### config.mk
export PLATFORM = sky130hd
export DESIGN_NAME = muldiv_ctrl
export DESIGN_NICKNAME = d
export VERILOG_FILES = /design/src/rtl/muldiv_pkg.sv /design/src/rtl/muldiv_step.sv /design/src/rtl/muldiv_ctrl.sv
export SDC_FILE = /design/constraint.sdc
export NUM_CORES = 1
export LEC_CHECK = 0
export ABC_AREA = 1
export CORE_ASPECT_RATIO = 0.8
export CORE_UTILIZATION = 30
export CTS_CLUSTER_DIAMETER = 200
export DETAILED_ROUTE_END_ITERATION = 10
export GPL_TIMING_DRIVEN = 1
export HOLD_SLACK_MARGIN = 0.02
export PLACE_DENSITY = 0.53
export REMOVE_ABC_BUFFERS = 1
export SYNTH_ARGS = -nofsm -noshare
export SYNTH_HDL_FRONTEND = slang
export SYNTH_SLANG_ARGS = --single-unit
### constraint.sdc
create_clock -name clk -period 3.4 [get_ports clk]
set_input_delay 0.51 -clock clk [delete_from_list [all_inputs] [get_ports clk]]
set_output_delay 0.51 -clock clk [all_outputs]
set_load 0.005 [all_outputs]
### src/rtl/muldiv_pkg.sv
// Shared types and constants for the iterative multiply/divide controller.
package muldiv_pkg;

  typedef enum logic [1:0] {
    MULTU = 2'b00,
    MULT  = 2'b01,
    DIVU  = 2'b10,
    DIV   = 2'b11
  } muldiv_op_t;

  typedef enum logic [2:0] {
    S_IDLE = 3'd0,
    S_MUL  = 3'd1,
    S_DIV  = 3'd2,
    S_FIX  = 3'd3,
    S_DONE = 3'd4
  } muldiv_state_t;

  localparam int MULDIV_ITERS = 32;

endpackage

### src/rtl/muldiv_step.sv
// One iteration of shift-add multiply ({P,M}) or restoring divide ({R,Q}).
module muldiv_step #(
  parameter int WIDTH = 32
) (
  input  logic               div_mode_i,
  input  logic [2*WIDTH-1:0] acc_i,
  input  logic [WIDTH-1:0]   operand_i,
  output logic [2*WIDTH-1:0] acc_o
);

  logic [WIDTH:0]   mul_sum;
  logic [WIDTH:0]   rem_shift;
  logic [WIDTH:0]   trial;

  always_comb begin
    // Multiply: conditionally add the multiplicand into P, then shift {carry,P,M} right.
    mul_sum = acc_i[0] ? ({1'b0, acc_i[2*WIDTH-1:WIDTH]} + {1'b0, operand_i})
                       : {1'b0, acc_i[2*WIDTH-1:WIDTH]};

    // Divide: the shifted remainder needs one extra bit since it may exceed WIDTH bits.
    rem_shift = acc_i[2*WIDTH-1:WIDTH-1];
    trial     = rem_shift - {1'b0, operand_i};

    if (div_mode_i) begin
      if (!trial[WIDTH]) begin
        acc_o = {trial[WIDTH-1:0], acc_i[WIDTH-2:0], 1'b1};
      end else begin
        acc_o = {rem_shift[WIDTH-1:0], acc_i[WIDTH-2:0], 1'b0};
      end
    end else begin
      acc_o = {mul_sum, acc_i[WIDTH-1:1]};
    end
  end

endmodule

### src/rtl/muldiv_ctrl.sv
// Multi-cycle MULT/MULTU/DIV/DIVU controller holding the HI/LO registers.
module muldiv_ctrl
  import muldiv_pkg::*;
#(
  parameter int WIDTH = 32
) (
  input  logic             clk,
  input  logic             reset,
  input  logic             start,
  input  logic [1:0]       op,
  input  logic [WIDTH-1:0] a,
  input  logic [WIDTH-1:0] b,
  input  logic             hi_wr,
  input  logic             lo_wr,
  input  logic [WIDTH-1:0] wr_data,
  output logic             busy,
  output logic             done,
  output logic             div_by_zero,
  output logic [WIDTH-1:0] hi,
  output logic [WIDTH-1:0] lo
);

  localparam int CW = $clog2(MULDIV_ITERS);
  localparam logic [CW-1:0] LAST_CNT = CW'(MULDIV_ITERS - 1);

  muldiv_state_t      state_q, state_d;
  muldiv_op_t         op_q, op_d;
  logic               sa_q, sa_d, sb_q, sb_d;
  logic               dz_q, dz_d;
  logic [CW-1:0]      cnt_q, cnt_d;
  logic [2*WIDTH-1:0] acc_q, acc_d;
  logic [WIDTH-1:0]   opnd_q, opnd_d;
  logic [WIDTH-1:0]   hi_q, hi_d, lo_q, lo_d;

  logic [2*WIDTH-1:0] step_acc;
  logic [WIDTH-1:0]   abs_a, abs_b;
  logic [2*WIDTH-1:0] prod_neg;
  logic [WIDTH-1:0]   quot_neg, rem_neg;

  muldiv_step #(.WIDTH(WIDTH)) u_step (
    .div_mode_i (state_q == S_DIV),
    .acc_i      (acc_q),
    .operand_i  (opnd_q),
    .acc_o      (step_acc)
  );

  always_comb begin
    // Magnitudes only for signed ops; 0x80000000 maps to itself and is read as unsigned.
    abs_a    = (op[0] && a[WIDTH-1]) ? -a : a;
    abs_b    = (op[0] && b[WIDTH-1]) ? -b : b;
    prod_neg = -acc_q;
    quot_neg = -acc_q[WIDTH-1:0];
    rem_neg  = -acc_q[2*WIDTH-1:WIDTH];

    state_d = state_q;
    op_d    = op_q;
    sa_d    = sa_q;
    sb_d    = sb_q;
    dz_d    = dz_q;
    cnt_d   = cnt_q;
    acc_d   = acc_q;
    opnd_d  = opnd_q;
    hi_d    = hi_q;
    lo_d    = lo_q;

    unique case (state_q)
      S_IDLE: begin
        if (start) begin
          op_d  = muldiv_op_t'(op);
          sa_d  = op[0] & a[WIDTH-1];
          sb_d  = op[0] & b[WIDTH-1];
          cnt_d = '0;
          dz_d  = 1'b0;
          if (op[1]) begin
            if (b == '0) begin
              dz_d    = 1'b1;
              state_d = S_DONE;
            end else begin
              acc_d   = {{WIDTH{1'b0}}, abs_a};
              opnd_d  = abs_b;
              state_d = S_DIV;
            end
          end else begin
            acc_d   = {{WIDTH{1'b0}}, abs_b};
            opnd_d  = abs_a;
            state_d = S_MUL;
          end
        end else begin
          if (hi_wr) hi_d = wr_data;
          if (lo_wr) lo_d = wr_data;
        end
      end

      S_MUL, S_DIV: begin
        acc_d = step_acc;
        cnt_d = cnt_q + 1'b1;
        if (cnt_q == LAST_CNT) state_d = S_FIX;
      end

      S_FIX: begin
        if (op_q[1]) begin
          lo_d = (sa_q ^ sb_q) ? quot_neg : acc_q[WIDTH-1:0];
          hi_d = sa_q ? rem_neg : acc_q[2*WIDTH-1:WIDTH];
        end else begin
          {hi_d, lo_d} = (sa_q ^ sb_q) ? prod_neg : acc_q;
        end
        state_d = S_DONE;
      end

      S_DONE: begin
        state_d = S_IDLE;
      end

      default: state_d = S_IDLE;
    endcase
  end

  always_ff @(posedge clk) begin
    if (reset) begin
      state_q <= S_IDLE;
      op_q    <= MULTU;
      sa_q    <= 1'b0;
      sb_q    <= 1'b0;
      dz_q    <= 1'b0;
      cnt_q   <= '0;
      acc_q   <= '0;
      opnd_q  <= '0;
      hi_q    <= '0;
      lo_q    <= '0;
    end else begin
      state_q <= state_d;
      op_q    <= op_d;
      sa_q    <= sa_d;
      sb_q    <= sb_d;
      dz_q    <= dz_d;
      cnt_q   <= cnt_d;
      acc_q   <= acc_d;
      opnd_q  <= opnd_d;
      hi_q    <= hi_d;
      lo_q    <= lo_d;
    end
  end

  assign busy        = (state_q == S_MUL) || (state_q == S_DIV) || (state_q == S_FIX);
  assign done        = (state_q == S_DONE);
  assign div_by_zero = (state_q == S_DONE) && dz_q;
  assign hi          = hi_q;
  assign lo          = lo_q;

endmodule

==> impl_metrics.env <==
export IMPL_status="complete, no violations"
export IMPL_grt_pass1_wl_um=120100
export IMPL_postCtsSetupBuffers=0
export IMPL_ir_drop_mv=0.5317
export IMPL_async_reset_ff_share_pct=0
export IMPL_numCtsBuffers=17
export IMPL_synth_cell_area_um2=18150
export IMPL_post_place_ws_ns=0.2437
export IMPL_cts_root_buffer="clkbuf_16"
export IMPL_cp_max_fo=33
export IMPL_setup_tns_final_ns=0
export IMPL_grt_max_degree=73
export IMPL_timing_fmax_mhz=325.1
export IMPL_finalWeightedCongestion=0.9710
export IMPL_dieArea_um2=61490
export IMPL_portBuffers=169
export IMPL_grt_overflow_total=0
export IMPL_hold_path_class="reg2reg"
export IMPL_avgViaCountPerCell=5.123
export IMPL_fillers=6758
export IMPL_die_w_um=277.0
export IMPL_insertion_delay_ns=0.50
export IMPL_rows=80
export IMPL_multi_input_area_um2=12300
export IMPL_htreeDepth=4
export IMPL_dr_pass1_iters=5
export IMPL_grt_pass1_vias=19260
export IMPL_fp_dieH_um=222.0
export IMPL_final_cell_mix="1009 x nand2_1, 463 x inv_1, 314 x a21oi_1"
export IMPL_fin_crit_ns=3.076
export IMPL_synth_seq_cells=172
export IMPL_start_kind="flip-flop"
export IMPL_avgSynthCellArea_um2=5.476
export IMPL_drv_cap=0
export IMPL_postRouteAntennaNets=0
export IMPL_cts_sinks=172
export IMPL_ctsResizeCount=0
export IMPL_drc_errors=0
export IMPL_syn_inst=3314
export IMPL_vias=21710
export IMPL_synth_edf_count=0
export IMPL_synth_warnings=0
export IMPL_grtUsageTotal_pct=25.82
export IMPL_postCtsHoldBufs=0
export IMPL_wire_per_inst_um=19.05
export IMPL_power_density_nw_per_um2=903.9
export IMPL_required_ns=3.75
export IMPL_hold_violations=0
export IMPL_worst_slack_ns=0.3241
export IMPL_antenna_found_initial=3
export IMPL_initial_utilization_pct=30.42
export IMPL_worstMarginPinSlew_ns=0.8116
export IMPL_cts_max_path_buffers=2
export IMPL_yosysSeqAreaShare_pct=18.97
export IMPL_final_nets=3619
export IMPL_crit_type="reg2reg"
export IMPL_mostFrequentLayoutCell="nand2_1"
export IMPL_drv_slew=0
export IMPL_setup_viol=0
export IMPL_relSlewSlack_pct=45.90
export IMPL_clkTransAtPathRegs_ns=0.07
export IMPL_cellLeakagePower_nw=10.06
export IMPL_worstPathArrival_ns=3.43
export IMPL_drt_initial_drc_count=2318
export IMPL_cp_end_kind="flip-flop"
export IMPL_ff_latch_area_um2=3443
export IMPL_cts_tree="yes"
export IMPL_boundaryPins=170
export IMPL_finalCritPeriodShare_pct=90.47
export IMPL_rsz0062_at_grt="false"
export IMPL_synth_ff_type="dfxtp_1"
export IMPL_dp_hpwl_um=66070
export IMPL_drt_wl_total_um=80720
export IMPL_synthToLayoutAreaGrowth_pct=17.71
export IMPL_layout_drive_gt1_share_pct=4.975
export IMPL_place_area_um2=20780
export IMPL_core_um2=59660
export IMPL_fin_worst_skew_ns=0.01556
export IMPL_ys_types=48
export IMPL_final_design_area_no_fill_um2=21360
path summary, 6_finish.rpt:
check                     startpoint                endpoint  slack (ns)  cells past startpoint
max          opnd_q[29]$_SDFFE_PP0P_  acc_q[60]$_SDFFE_PP0P_        0.32                     14
min            cnt_q[3]$_SDFFE_PP0P_   cnt_q[3]$_SDFFE_PP0P_        0.47                      2
max reg2reg  opnd_q[29]$_SDFFE_PP0P_  acc_q[60]$_SDFFE_PP0P_        0.32                     14
min reg2reg    cnt_q[3]$_SDFFE_PP0P_   cnt_q[3]$_SDFFE_PP0P_        0.47                      2
area by class of cell:
cell class              instances  area share (%)
multi-input cells            2529           57.57
flip-flops and latches        172           16.12
repair buffers                240           10.48
inverters                     484           8.528
well taps                     779           4.562
clock buffers                  20           2.091
clock inverters                12          0.6384
diodes                          1         0.01171
sequential cells by signal, indices dropped and copies added, names as in the netlist:
register  count
acc_q        64
hi           32
lo           32
opnd_q       32
cnt_q         5
state_q       3
dz_q          1
op_q          1
sa_q          1
sb_q          1
cell usage after synthesis (3+ instances only):
cell / number / area share [%]
nand2_1: 1009 / 21
inv_1: 466 / 9.6
a21oi_1: 314 / 8.7
nor2_1: 291 / 6.0
nand3_1: 282 / 7.8
o21ai_0: 222 / 6.1
dfxtp_1: 172 / 19
clkbuf_1: 84 / 1.7
ha_1: 70 / 4.8
xor2_1: 52 / 2.5
o21ai_1: 39 / 1.1
nor3_1: 34 / 0.94
o211ai_1: 34 / 1.4
nand4_1: 30 / 1.0
buf_2: 21 / 0.58
xnor2_1: 20 / 0.97
nand3b_1: 17 / 0.70
o22ai_1: 17 / 0.59
a31oi_1: 15 / 0.52
inv_2: 15 / 0.31
nand2_2: 13 / 0.45
buf_4: 10 / 0.41
or2_2: 10 / 0.34
and2_1: 9 / 0.31
buf_1: 9 / 0.19
nor2_2: 8 / 0.28
nor2_4: 8 / 0.50
nand3_2: 6 / 0.33
buf_6: 5 / 0.31
mux2i_1: 5 / 0.28
o31ai_1: 4 / 0.17
a21o_1: 3 / 0.12
worst max-delay path, stage by stage, from the launching register on:
cell and delay [ns]:
dfxtp_1 0.57, inv_1 0.20, ha_1 0.39, nand2_1 0.11, a21oi_1 0.06, nor2_1 0.15
nand2_1 0.07, a21oi_1 0.27, nand3_1 0.18, nand2_2 0.51, nand2_1 0.13, nand2_1 0.09
nand2_1 0.05, nand2_1 0.09, a21oi_1 0.05
where the power goes:
part	internal, W	total, W	switching, W
clock network	0.00111	0.00205	0.000946
registers	0.00266	0.00340	0.000740
logic	0.00450	0.0139	0.00936
total	0.00827	0.0193	0.0110
routing by layer:
metal	wire [um]	GRT usage [%]
met1	39680	39.34
met2	30290	34.09
met3	9027	7.682
met4	1694	6.828
met5	27	0
logic make-up (layout without fill, tap and decap cells):
family | after synthesis | count (layout) | synth area share (%)
AOI/OAI and AO/OA | 656 | 656 | 19.08
xor gates and xnor gates | 72 | 72 | 3.475
adders and majority gates | 72 | 72 | 5.047
buffers and inverters | 613 | 756 | 13.26
DFF | 172 | 172 | 18.97
muxes | 5 | 5 | 0.2758
other | 0 | 1 | 0
and+or+nand+nor | 1724 | 1724 | 39.89
stage by stage:
step           total power [W]  cells  hold WS [ns]  util (%)
2_1_floorplan          0.01210   3185        0.4328         -
3_3_place_gp           0.01701   4204        0.4521     34.83
3_5_place_dp           0.01693   4204        0.4567     34.83
4_1_cts                0.01906   4236        0.4670     35.81
5_1_grt                0.02105   4236        0.4977     35.81
6_report               0.01931   4237        0.4668     35.81
Note: power is estimated with default switching activity, not from simulation.
